File: src/rtl/instr_encoder_pkg.sv
// Shared encodings for the ARM-subset instruction encoder: operand kinds,
// data-processing commands and the decoded field bundle.
package instr_pkg;

  typedef enum logic [1:0] {
    KIND_DP  = 2'd0,
    KIND_MEM = 2'd1,
    KIND_BR  = 2'd2,
    KIND_ILL = 2'd3
  } kind_e;

  localparam logic [3:0] CMD_AND = 4'b0000;
  localparam logic [3:0] CMD_EOR = 4'b0001;
  localparam logic [3:0] CMD_SUB = 4'b0010;
  localparam logic [3:0] CMD_RSB = 4'b0011;
  localparam logic [3:0] CMD_ADD = 4'b0100;
  localparam logic [3:0] CMD_TST = 4'b1000;
  localparam logic [3:0] CMD_TEQ = 4'b1001;
  localparam logic [3:0] CMD_CMP = 4'b1010;
  localparam logic [3:0] CMD_CMN = 4'b1011;
  localparam logic [3:0] CMD_ORR = 4'b1100;
  localparam logic [3:0] CMD_MOV = 4'b1101;

  localparam logic [3:0] COND_AL = 4'hE;
  localparam logic [3:0] COND_NV = 4'hF;

  typedef struct packed {
    kind_e       kind;
    logic [3:0]  cond;
    logic [3:0]  cmd;
    logic        i;
    logic        s;
    logic        l;
    logic [3:0]  rn;
    logic [3:0]  rd;
    logic [3:0]  rm;
    logic [11:0] imm12;
    logic [23:0] imm24;
  } fields_t;

  // Compare-class commands only update flags: S forced high, Rd forced to zero.
  function automatic logic is_cmp_class(input logic [3:0] cmd);
    return (cmd == CMD_TST) || (cmd == CMD_TEQ) || (cmd == CMD_CMP) || (cmd == CMD_CMN);
  endfunction

  function automatic logic is_dp_cmd(input logic [3:0] cmd);
    return (cmd == CMD_AND) || (cmd == CMD_EOR) || (cmd == CMD_SUB) || (cmd == CMD_RSB) ||
           (cmd == CMD_ADD) || (cmd == CMD_ORR) || (cmd == CMD_MOV) || is_cmp_class(cmd);
  endfunction

endpackage

File: src/rtl/instr_encoder_if.sv
// Field-bundle input and encoded-word output handshake of the instruction encoder.
interface instr_encoder_if;
  logic        in_valid;
  logic        in_ready;
  logic [1:0]  in_kind;
  logic [3:0]  in_cond;
  logic [3:0]  in_cmd;
  logic        in_i;
  logic        in_s;
  logic        in_l;
  logic [3:0]  in_rn;
  logic [3:0]  in_rd;
  logic [3:0]  in_rm;
  logic [11:0] in_imm12;
  logic [23:0] in_imm24;
  logic        out_valid;
  logic        out_ready;
  logic [31:0] out_addr;
  logic [31:0] out_instr;

  modport master (
    output in_valid, in_kind, in_cond, in_cmd, in_i, in_s, in_l,
    output in_rn, in_rd, in_rm, in_imm12, in_imm24, out_ready,
    input  in_ready, out_valid, out_addr, out_instr
  );

  modport slave (
    input  in_valid, in_kind, in_cond, in_cmd, in_i, in_s, in_l,
    input  in_rn, in_rd, in_rm, in_imm12, in_imm24, out_ready,
    output in_ready, out_valid, out_addr, out_instr
  );
endinterface

File: src/rtl/instr_encoder_pack.sv
// Combinational field-to-word packer; flags bundles that have no legal encoding.
module instr_pack
  import instr_pkg::*;
(
    input  fields_t     fields_i,
    output logic [31:0] word_o,
    output logic        illegal_o
);

    logic        dp_s;
    logic [3:0]  dp_rn;
    logic [3:0]  dp_rd;
    logic [11:0] dp_op2;

    always_comb begin
        dp_s   = fields_i.s | is_cmp_class(fields_i.cmd);
        dp_rd  = is_cmp_class(fields_i.cmd) ? 4'h0 : fields_i.rd;
        dp_rn  = (fields_i.cmd == CMD_MOV) ? 4'h0 : fields_i.rn;
        dp_op2 = fields_i.i ? fields_i.imm12 : {8'h00, fields_i.rm};
    end

    always_comb begin
        word_o    = '0;
        illegal_o = (fields_i.cond == COND_NV);
        case (fields_i.kind)
            KIND_DP: begin
                if (!is_dp_cmd(fields_i.cmd)) illegal_o = 1'b1;
                word_o = {fields_i.cond, 2'b00, fields_i.i, fields_i.cmd, dp_s,
                          dp_rn, dp_rd, dp_op2};
            end
            // Immediate offset, pre-indexed, add, word, no writeback.
            KIND_MEM: word_o = {fields_i.cond, 2'b01, 5'b01100, fields_i.l,
                                fields_i.rn, fields_i.rd, fields_i.imm12};
            KIND_BR:  word_o = {fields_i.cond, 4'b1010, fields_i.imm24};
            default:  illegal_o = 1'b1;
        endcase
        if (illegal_o) word_o = '0;
    end

endmodule

File: src/rtl/instr_encoder.sv
// Instruction encoder top: valid/ready field intake, one-deep output register,
// byte-address generation and saturating count of rejected bundles.
module instr_encoder
  import instr_pkg::*;
#(
    parameter logic [31:0] BaseAddr = 32'h0000_0000,
    parameter int unsigned ErrW     = 8
) (
    input  logic             clk_i,
    input  logic             rst_ni,
    input  logic             start_i,
    instr_encoder_if.slave   bus,
    output logic [ErrW-1:0]  err_count_o,
    output logic             err_last_o
);

    fields_t     fields;
    logic [31:0] word;
    logic        illegal;
    logic        accept;
    logic        drain;

    logic            out_valid_q, out_valid_d;
    logic [31:0]     out_instr_q, out_instr_d;
    logic [31:0]     out_addr_q,  out_addr_d;
    logic [ErrW-1:0] err_count_q, err_count_d;
    logic            err_last_q,  err_last_d;

    always_comb begin
        fields.kind  = kind_e'(bus.in_kind);
        fields.cond  = bus.in_cond;
        fields.cmd   = bus.in_cmd;
        fields.i     = bus.in_i;
        fields.s     = bus.in_s;
        fields.l     = bus.in_l;
        fields.rn    = bus.in_rn;
        fields.rd    = bus.in_rd;
        fields.rm    = bus.in_rm;
        fields.imm12 = bus.in_imm12;
        fields.imm24 = bus.in_imm24;
    end

    instr_pack u_pack (
        .fields_i  (fields),
        .word_o    (word),
        .illegal_o (illegal)
    );

    assign bus.in_ready = rst_ni & ~start_i & (~out_valid_q | bus.out_ready);
    assign accept       = bus.in_valid & bus.in_ready;
    assign drain        = out_valid_q & bus.out_ready;

    always_comb begin
        out_valid_d = out_valid_q;
        out_instr_d = out_instr_q;
        out_addr_d  = out_addr_q;
        err_count_d = err_count_q;
        err_last_d  = err_last_q;
        if (start_i) begin
            out_valid_d = 1'b0;
            out_addr_d  = BaseAddr;
            err_count_d = '0;
            err_last_d  = 1'b0;
        end else begin
            if (drain) begin
                out_valid_d = 1'b0;
                out_addr_d  = out_addr_q + 32'd4;
            end
            // Rejects leave the output stage alone; only the error state moves.
            if (accept) begin
                if (illegal) begin
                    if (err_count_q != '1) err_count_d = err_count_q + ErrW'(1);
                    err_last_d = 1'b1;
                end else begin
                    out_valid_d = 1'b1;
                    out_instr_d = word;
                    err_last_d  = 1'b0;
                end
            end
        end
    end

    always_ff @(posedge clk_i or negedge rst_ni) begin
        if (!rst_ni) begin
            out_valid_q <= 1'b0;
            out_instr_q <= '0;
            out_addr_q  <= BaseAddr;
            err_count_q <= '0;
            err_last_q  <= 1'b0;
        end else begin
            out_valid_q <= out_valid_d;
            out_instr_q <= out_instr_d;
            out_addr_q  <= out_addr_d;
            err_count_q <= err_count_d;
            err_last_q  <= err_last_d;
        end
    end

    assign bus.out_valid = out_valid_q;
    assign bus.out_instr = out_instr_q;
    assign bus.out_addr  = out_addr_q;
    assign err_count_o   = err_count_q;
    assign err_last_o    = err_last_q;

endmodule

File: src/flat_wrapper.sv
// flat-port wrapper written by rule: the top's interface ports become plain ports
module instr_encoder_flat import instr_pkg::*;
#(
    parameter logic [31:0] BaseAddr = 32'h0000_0000,
    parameter int unsigned ErrW     = 8
)
  (clk_i, rst_ni, start_i, err_count_o, err_last_o, bus_in_valid, bus_in_kind, bus_in_cond, bus_in_cmd, bus_in_i, bus_in_s, bus_in_l, bus_in_rn, bus_in_rd, bus_in_rm, bus_in_imm12, bus_in_imm24, bus_out_ready, bus_in_ready, bus_out_valid, bus_out_addr, bus_out_instr);
  instr_encoder_if bus_i ();
  input  logic clk_i;
  input  logic rst_ni;
  input  logic start_i;
  output logic [ErrW-1:0] err_count_o;
  output logic err_last_o;
  input wire logic [$bits(bus_i.in_valid)-1:0] bus_in_valid;
  input wire logic [$bits(bus_i.in_kind)-1:0] bus_in_kind;
  input wire logic [$bits(bus_i.in_cond)-1:0] bus_in_cond;
  input wire logic [$bits(bus_i.in_cmd)-1:0] bus_in_cmd;
  input wire logic [$bits(bus_i.in_i)-1:0] bus_in_i;
  input wire logic [$bits(bus_i.in_s)-1:0] bus_in_s;
  input wire logic [$bits(bus_i.in_l)-1:0] bus_in_l;
  input wire logic [$bits(bus_i.in_rn)-1:0] bus_in_rn;
  input wire logic [$bits(bus_i.in_rd)-1:0] bus_in_rd;
  input wire logic [$bits(bus_i.in_rm)-1:0] bus_in_rm;
  input wire logic [$bits(bus_i.in_imm12)-1:0] bus_in_imm12;
  input wire logic [$bits(bus_i.in_imm24)-1:0] bus_in_imm24;
  input wire logic [$bits(bus_i.out_ready)-1:0] bus_out_ready;
  output wire logic [$bits(bus_i.in_ready)-1:0] bus_in_ready;
  output wire logic [$bits(bus_i.out_valid)-1:0] bus_out_valid;
  output wire logic [$bits(bus_i.out_addr)-1:0] bus_out_addr;
  output wire logic [$bits(bus_i.out_instr)-1:0] bus_out_instr;
  assign bus_i.in_valid = bus_in_valid;
  assign bus_i.in_kind = bus_in_kind;
  assign bus_i.in_cond = bus_in_cond;
  assign bus_i.in_cmd = bus_in_cmd;
  assign bus_i.in_i = bus_in_i;
  assign bus_i.in_s = bus_in_s;
  assign bus_i.in_l = bus_in_l;
  assign bus_i.in_rn = bus_in_rn;
  assign bus_i.in_rd = bus_in_rd;
  assign bus_i.in_rm = bus_in_rm;
  assign bus_i.in_imm12 = bus_in_imm12;
  assign bus_i.in_imm24 = bus_in_imm24;
  assign bus_i.out_ready = bus_out_ready;
  assign bus_in_ready = bus_i.in_ready;
  assign bus_out_valid = bus_i.out_valid;
  assign bus_out_addr = bus_i.out_addr;
  assign bus_out_instr = bus_i.out_instr;
  instr_encoder #(.BaseAddr(BaseAddr), .ErrW(ErrW)) u_core (.clk_i(clk_i), .rst_ni(rst_ni), .start_i(start_i), .bus(bus_i), .err_count_o(err_count_o), .err_last_o(err_last_o));
endmodule
File: config.mk
export PLATFORM = sky130hd
export DESIGN_NAME = instr_encoder_flat
export DESIGN_NICKNAME = d
export VERILOG_FILES = /design/src/rtl/instr_encoder_pkg.sv /design/src/rtl/instr_encoder_if.sv /design/src/rtl/instr_encoder_pack.sv /design/src/rtl/instr_encoder.sv /design/src/flat_wrapper.sv
export SDC_FILE = /design/constraint.sdc
export NUM_CORES = 1
export LEC_CHECK = 0
export ABC_AREA = 0
export ABC_CLOCK_PERIOD_IN_PS = 2100
export BUFFER_PORTS_ARGS = -buffer_cell sky130_fd_sc_hd__buf_4
export CAP_MARGIN = 0
export CORE_MARGIN = 2
export CORE_UTILIZATION = 35
export DETAILED_ROUTE_END_ITERATION = 10
export HOLD_SLACK_MARGIN = 0.02
export PLACE_DENSITY = 0.62
export SETUP_SLACK_MARGIN = 0.4
export SYNTH_ARGS = -nofsm -noshare
export SYNTH_HDL_FRONTEND = slang
export SYNTH_SLANG_ARGS = --single-unit
File: constraint.sdc
create_clock -name clk_i -period 2.1 [get_ports clk_i]
set_input_delay 0.525 -clock clk_i [delete_from_list [all_inputs] [get_ports clk_i]]
set_output_delay 0.525 -clock clk_i [all_outputs]
set_load 0.05 [all_outputs]
==> results.sh, run 1 <==
export IMPL_status="complete, no violations"
export IMPL_fin_skew_ps=11.4
export IMPL_dr_pass1_iters=6
export IMPL_route_detailed_drc=0
export IMPL_p_leak_nw=2.59
export IMPL_antenna_found_initial=0
export IMPL_postSynthAreaPerCell_um2=9.70
export IMPL_synth_ff_type="dfrtp_1"
export IMPL_met3_length_um=843
export IMPL_ant_nets=0
export IMPL_hold_path_class="in -> reg"
export IMPL_final_cells=689
export IMPL_cts_root_buf="clkbuf_8"
export IMPL_maxSlewHeadroom_pct=38.4
export IMPL_end_kind="flip-flop"
export IMPL_gp_congestion=0.791
export IMPL_fin_ws_ps=324
export IMPL_syn_area_um2=3670
export IMPL_htree_levels=3
export IMPL_initial_utilization_pct=35.8
export IMPL_coreArea_um2=10200
export IMPL_synth_common_cells="dfrtp_1, nor2_1, a21oi_1"
export IMPL_post_route_cell_area_um2=5650
export IMPL_finalSetupViolCount=0
export IMPL_synth_top_area_cell="dfrtp_1"
export IMPL_cp_start_kind="flip-flop"
export IMPL_routed_wl_met2_mm=5.19
export IMPL_overflow=0
export IMPL_via_per_inst=5.09
export IMPL_synth_most_common_cell="dfrtp_1"
export IMPL_cts_hold_buffers_added=0
export IMPL_clk_latency_ps=340
export IMPL_drive_above_1_share_pct=49.2
export IMPL_grt_usage_pct=18.5
export IMPL_syn_to_final_growth_pct=54.1
export IMPL_grt_pass1_vias=3513
export IMPL_top_layer_used="met4"
export IMPL_wl_mm=10.6
export IMPL_required_ps=2370
export IMPL_io_pins=141
export IMPL_n_antenna_cell=0
export IMPL_grt_max_degree=73
export IMPL_fin_crit_ps=1780
export IMPL_die_h_um=106
export IMPL_tightest_slew_ps=925
export IMPL_rsz0062_at_grt="yes"
export IMPL_synth_warnings=0
export IMPL_cp_data_arrival_time_ps=2040
export IMPL_clk_path_buf_depth=2
export IMPL_fin_crit_sh_pct=84.6
export IMPL_yosysTopAreaCellShare_pct=49.1
export IMPL_p_per_area_nw_per_um2=739
export IMPL_ys_seq_area_share_pct=49.1
export IMPL_dieArea_um2=11300
export IMPL_grt_pass1_wl_mm=16.8
export IMPL_synthDistinctLibCells=47
export IMPL_ys_seq_elements=72
export IMPL_wire_per_inst_um=15.4
export IMPL_pre_cts_slack_ps=-26.1
export IMPL_cap_violations=0
export IMPL_via_count=3505
export IMPL_fill_cells=908
export IMPL_timing_hold_ws_ps=412
export IMPL_final_max_slew_viol_count=0
export IMPL_crit_type="reg -> reg"
export IMPL_final_nets=622
export IMPL_die_x_um=106
export IMPL_numCtsBuffers=9
export IMPL_fin_setup_tns_ps=0
export IMPL_wl_met1_mm=4.34
export IMPL_dpl_cell_count=655
export IMPL_path_clk_slew_ps=80
export IMPL_peakVddDrop_mv=0.409
export IMPL_num_rows=37
export IMPL_portBuffers=138
export IMPL_worstPathMaxFanout=3
export IMPL_cts_tree="built"
export IMPL_dpl_instance_area_um2=5180
export IMPL_timing_fmax_mhz=563
export IMPL_drt_iter0_drc=151
export IMPL_hold_viol=0
export IMPL_clock_sinks=72
export IMPL_synthArstFlopShare_pct=100
export IMPL_synth_edf_count=0
export IMPL_hpwl_mm=7.44
export IMPL_synthCells=378
export IMPL_ys_top_cells_by_area="dfrtp_1, nor2_1, a21oi_1"
sequential cells by signal, indices dropped and copies added (netlist names):
register	flops
u_core.bus.out_addr	30
u_core.bus.out_instr	32
u_core.bus.out_valid	1
u_core.err_last_o	1
u_core.err_count_o	8
path summary, 6_finish.rpt:
kind | start | to | slack, ps | depth (start not counted)
setup / recovery | u_core.bus.out_valid | u_core.bus.out_valid | 320 | 11
hold / removal | bus_in_cond[1] | u_core.bus.out_instr[29] | 410 | 3
setup reg to reg | u_core.bus.out_valid | u_core.bus.out_valid | 320 | 11
hold reg to reg | u_core.bus.out_instr[14] | u_core.bus.out_instr[14] | 520 | 2
max in group asynchronous | rst_ni | u_core.err_count_o[1] | 990 | 2
min in group asynchronous | rst_ni | u_core.bus.out_addr[4] | 440 | 2
where the power goes:
part           internal (mW)  switching (mW)  total, mW
registers               1.54          0.0942       1.63
logic                  0.452           0.864       1.32
clock network          0.700           0.526       1.23
worst max-delay path, cell delays in order, from the launching register on:
cell	delay [ps]
dfrtp_2	410
nand2b_1	100
buf_4	140
buf_4	120
buf_4	120
buf_4	120
buf_4	120
buf_4	120
buf_4	120
buf_4	120
buf_4	120
o21bai_1	110
layout by cell type (no fill, tap or decap), types with 4 or more instances in the layout:
master    instances
buf_4           169
nor2_1           50
dfrtp_1          47
a21oi_1          29
dfrtp_2          25
a22oi_1          18
nand2_1          17
xnor2_1          17
nand3_1          15
inv_1            12
a21oi_2          11
clkbuf_8         10
o21ai_0           8
buf_6             7
or3_1             6
xor2_1            6
nor3_4            6
ha_1              6
and3_1            5
nand3_2           5
a222oi_1          5
or4_1             5
nor2_2            4
nor3_1            4
o21ai_1           4
cells by family after synthesis:
family / share of synthesized area [%]
flops: 49.1
compound gates: 16.0
other cells: 0.102
mux: 0.921
buf+inv: 4.95
simple gates: 20.7
fa+ha+maj: 2.73
xor+xnor: 5.49
area by class of cell:
type	instances	area (um2)	area share (%)
clock inverters	5	80.1	1.42
flip-flops and latches	72	1830	32.4
clock buffers	11	141	2.50
repair buffers	179	1410	25.0
well taps	136	170	3.01
multi-input cells	272	1940	34.4
inverters	14	67.6	1.20
metal layers:
layer / up-vias / track usage [%]
met4: 0 / 7.05
li1: 1695 / -
met5: - / 0
met1: 1657 / 22.7
met2: 136 / 31.0
met3: 17 / 5.03
what timing repair did:
item / 4_1_cts / 5_1_grt
setup endpoints to repair: 45 / 57
buffers inserted: 12 / 4
gates resized for setup: 7 / 16
gates cloned: 0 / 2
pin swaps: 3 / 4
per-stage QoR:
stage	power [mW]	utilization (%)
3_3_place_gp	2.94	50.6
2_1_floorplan	2.46	-
4_1_cts	4.21	53.9
6_report	4.17	55.2
5_1_grt	4.37	55.2
3_5_place_dp	2.95	50.6
(Power assumes the default switching activity.)
==> inputs of run 2 (changes only) <==
- ABC_CLOCK_PERIOD_IN_PS: 2100 -> 1670
- clock period: 2.1 -> 1.67 ns (I/O delays scaled with it)
==> results.sh, run 2 (synthesis gave the netlist of run 1 again) <==
export IMPL_status="complete, but fails checks"
export IMPL_violations="setup timing"
export IMPL_coreArea_um2=10200
export IMPL_timing_hold_ws_ps=216
export IMPL_worstPathMaxFanout=6
export IMPL_fin_crit_ps=1760
export IMPL_finalSetupViolCount=30
export IMPL_ant_nets=0
export IMPL_hold_viol=0
export IMPL_dr_pass1_iters=5
export IMPL_clk_path_buf_depth=2
export IMPL_final_max_slew_viol_count=0
export IMPL_route_detailed_drc=0
export IMPL_cp_data_arrival_time_ps=2000
export IMPL_dieArea_um2=11300
export IMPL_p_per_area_nw_per_um2=755
export IMPL_wire_per_inst_um=17.2
export IMPL_die_x_um=106
export IMPL_fin_skew_ps=26.0
export IMPL_fin_ws_ps=-93.8
export IMPL_end_kind="flip-flop"
export IMPL_clk_latency_ps=360
export IMPL_p_leak_nw=3.42
export IMPL_pre_cts_slack_ps=-241
export IMPL_grt_max_degree=73
export IMPL_drive_above_1_share_pct=67.1
export IMPL_antenna_found_initial=0
export IMPL_largest_reg_flops=32
export IMPL_fin_crit_sh_pct=106
export IMPL_wl_mm=13.5
export IMPL_post_route_cell_area_um2=7410
export IMPL_grt_pass1_vias=4239
export IMPL_required_ps=1910
export IMPL_syn_to_final_growth_pct=102
export IMPL_gp_congestion=0.748
export IMPL_htree_levels=3
export IMPL_critical_path_slowest_cell="dfrtp_2"
export IMPL_cts_tree="built"
export IMPL_fin_setup_tns_ps=-798
export IMPL_path_clk_slew_ps=100
export IMPL_die_h_um=106
export IMPL_cp_start_kind="flip-flop"
export IMPL_timing_fmax_mhz=567
export IMPL_cts_root_buf="clkbuf_8"
export IMPL_path_cells="ha_4 -> and4_4 -> nand4_1 -> buf_4 -> clkbuf_16 -> nor3_4 -> xnor2_1 -> nor2_1"
export IMPL_initial_utilization_pct=35.8
export IMPL_final_nets=716
export IMPL_num_rows=37
export IMPL_via_count=4005
export IMPL_hpwl_mm=7.87
export IMPL_crit_type="reg -> reg"
export IMPL_overflow=0
export IMPL_clock_sinks=72
export IMPL_hold_path_class="in -> async"
export IMPL_critPathMaxStageDelay_ps=450
export IMPL_utilization_pct=72.5
export IMPL_grt_usage_pct=23.2
export IMPL_cap_violations=0
export IMPL_numCtsBuffers=9
export IMPL_rsz0062_at_grt="yes"
export IMPL_n_antenna_cell=0
export IMPL_grt_pass1_wl_mm=20.8
export IMPL_io_pins=141
export IMPL_dpl_instance_area_um2=5580
export IMPL_cts_hold_buffers_added=0
export IMPL_portBuffers=138
export IMPL_via_per_inst=5.11
export IMPL_drt_iter0_drc=157
export IMPL_final_common_cell="buf_4"
export IMPL_peakVddDrop_mv=0.677
export IMPL_layout_common_cells="buf_4, buf_6, dfrtp_1"
[run 2: final timing paths]
path	from	to	slack, ps	cells past startpoint
worst min-delay path	rst_ni	u_core.bus.out_instr[27]	220	3
worst max-delay path	u_core.bus.out_addr[2]	u_core.bus.out_addr[30]	-90	8
max in group asynchronous	rst_ni	u_core.err_count_o[4]	1120	3
min in group clk_i	bus_in_cond[3]	u_core.bus.out_instr[31]	300	3
worst min register to register	u_core.bus.out_instr[19]	u_core.bus.out_instr[19]	540	2
worst max register to register	u_core.bus.out_addr[2]	u_core.bus.out_addr[30]	-90	8
[run 2: repair_timing]
item                                    CTS  global route
gates cloned                              5             2
setup buffers                            51            22
pin swaps                                20            25
gates resized for setup                 186            41
endpoints found under the setup margin  139           141
[run 2: layer usage]
metal  routed length (um)  global-route usage, %  share of wire [%]  vias to the layer above
li1                     -                      -                  -                     1886
met1                 5000                   26.3                 37                     1952
met2                 7400                   42.4                 55                      141
met3                  771                   6.01                5.7                       26
met4                  336                   7.14                2.5                        0
met5                    0                      0                  0                        -
[run 2: power breakdown]
part | leakage, nW | switching (mW) | internal [mW]
sequential | 0.884 | 0.160 | 1.93
combinational | 2.44 | 1.20 | 0.881
clock | 0.0994 | 0.735 | 0.690
total | 3.42 | 2.09 | 3.51
[run 2: per-stage QoR]
step	total power, mW	cells
finish	5.60	783
global route	5.83	783
CTS	5.54	759
detailed placement	3.75	687
global placement	3.74	687
floorplan	3.11	379
[run 2: area by class of cell]
type,instances,area [um2]
Timing Repair Buffer,273,2790
Inverter,14,55.1
Clock buffer,9,124
Clock inverter,7,70.1
Tap cell,136,170
Multi-Input combinational cell,272,2370
Sequential cell,72,1840
Fill cell,735,2820
[run 2: worst max-delay path: cells and delay by family, from the launching register on]
kind	cells	cell delay, ps
xor+xnor	1	140
simple gates	4	540
flops	1	450
fa+ha+maj	1	150
buf+inv	2	360
==> inputs of run 3 (changes only) <==
- CTS_BUF_LIST: unset -> sky130_fd_sc_hd__clkbuf_16
- MAX_ROUTING_LAYER: unset -> met4
==> results.sh, run 3 (synthesis gave the netlist of run 1 again) <==
export IMPL_fin_crit_sh_pct=105
export IMPL_end_kind="flip-flop"
export IMPL_num_rows=37
export IMPL_fin_crit_ps=1750
export IMPL_drt_iter0_drc=165
export IMPL_fin_setup_tns_ps=-381
export IMPL_crit_type="reg -> reg"
export IMPL_finalSetupViolCount=10
export IMPL_grt_pass1_wl_mm=21.1
export IMPL_final_nets=724
export IMPL_p_per_area_nw_per_um2=824
export IMPL_io_pins=141
export IMPL_hpwl_mm=7.87
export IMPL_n_antenna_cell=0
export IMPL_startpoint="u_core.bus.out_valid"
export IMPL_fin_skew_ps=12.3
export IMPL_drive_above_1_share_pct=69.6
export IMPL_peakVddDrop_mv=0.656
export IMPL_via_count=4090
export IMPL_cp_start_kind="flip-flop"
export IMPL_dr_pass1_iters=6
export IMPL_hold_path_class="in -> async"
export IMPL_wire_per_inst_um=17.6
export IMPL_ant_nets=0
export IMPL_final_max_slew_viol_count=0
export IMPL_antenna_found_initial=0
export IMPL_clock_sinks=72
export IMPL_dpl_cell_count=687
export IMPL_clk_latency_ps=340
export IMPL_p_leak_nw=3.51
export IMPL_wl_mm=13.9
export IMPL_syn_to_final_growth_pct=110
export IMPL_r2r_slack_ps=-80
export IMPL_hold_viol=0
export IMPL_coreArea_um2=10200
export IMPL_final_common_cell="buf_4"
export IMPL_rsz0062_at_grt="yes"
export IMPL_worstPathMaxFanout=5
export IMPL_clk_path_buf_depth=2
export IMPL_grt_max_degree=73
export IMPL_final_cells=791
export IMPL_finalPower_mw=6.34
export IMPL_numCtsBuffers=9
export IMPL_route_detailed_drc=0
export IMPL_layout_common_cells="buf_4, buf_6, dfrtp_1"
export IMPL_path_clk_slew_ps=60
export IMPL_htree_levels=3
export IMPL_cap_violations=0
export IMPL_status="complete, but fails checks"
export IMPL_die_x_um=106
export IMPL_fin_ws_ps=-82.9
export IMPL_timing_fmax_mhz=570
export IMPL_cp_data_arrival_time_ps=1970
export IMPL_grt_usage_pct=24.2
export IMPL_violations="setup timing"
export IMPL_via_per_inst=5.17
export IMPL_initial_utilization_pct=35.8
export IMPL_grt_pass1_vias=4286
export IMPL_timing_hold_ws_ps=236
export IMPL_required_ps=1880
export IMPL_dieArea_um2=11300
export IMPL_die_h_um=106
export IMPL_overflow=0
export IMPL_gp_congestion=0.758
export IMPL_portBuffers=138
export IMPL_largest_reg_flops=32
export IMPL_cts_tree="built"
export IMPL_cts_root_buf="clkbuf_16"
export IMPL_r2r_start="u_core.bus.out_valid"
-- run 3: cell count changes in the layout (fill, tap and decap cells not counted), moves of 3 or more --
cell,delta
clkbuf_16,+8
a21oi_2,-3
nor2_1,-10
a21oi_1,+3
buf_8,+4
clkbuf_8,-9
o21ai_2,+3
nor2_4,+5
nor2_2,+5
o21ai_1,-3
-- run 3: area by class of cell --
class | count | area (um2)
Inverter | 14 | 57.6
Clock buffer | 9 | 225
Timing Repair Buffer | 281 | 2900
Tap cell | 136 | 170
Fill cell | 689 | 2540
Clock inverter | 7 | 70.1
Multi-Input combinational cell | 272 | 2430
Sequential cell | 72 | 1840
-- run 3: through the flow --
stage                     utilization, %  setup WS (ps)  cell area, um2
final                               75.2          -82.9            7690
after floorplan                        -           -176            4070
after CTS                           70.4          -65.1            7210
after global placement              54.6           -199            5580
after detailed placement            54.6           -241            5580
after global routing                75.2           -144            7690
-- run 3: critical path, cell delays in order, from the launching register on --
cell and delay, ps:
dfrtp_2 410, a21oi_4 90, or4_4 660, nor4_4 260, xnor2_1 140, nor2_1 60
-- run 3: path summary, 6_finish.rpt --
check	depth (start not counted)	to
min in group clk_i	3	u_core.bus.out_instr[31]
hold / removal	3	u_core.bus.out_addr[6]
hold reg to reg	1	u_core.bus.out_instr[24]
setup / recovery	5	u_core.bus.out_addr[29]
max in group asynchronous	3	u_core.err_count_o[7]
setup reg to reg	5	u_core.bus.out_addr[29]
-- run 3: where the power goes --
group          leakage [nW]  switching (mW)  total, mW  internal (mW)
combinational          2.48            1.29       2.30           1.01
sequential            0.881           0.166       2.10           1.94
clock                 0.146           0.785       1.94           1.16
-- run 3: what timing repair did --
action	4_1_cts	5_1_grt
gates resized for setup	191	68
setup endpoints to repair	138	140
buffers inserted	50	30
hold buffers	0	0
pin swaps	19	18
endpoints found under the hold margin	0	0
gates cloned	8	0
-- run 3: per-layer routing --
metal | part of all wire (%) | vias up | global-route usage [%]
li1 | - | 1904 | -
met2 | 56 | 129 | 43.3
met1 | 38 | 2040 | 27.4
met3 | 4.0 | 17 | 4.90
met5 | 0 | - | -
met4 | 1.6 | 0 | 7.05
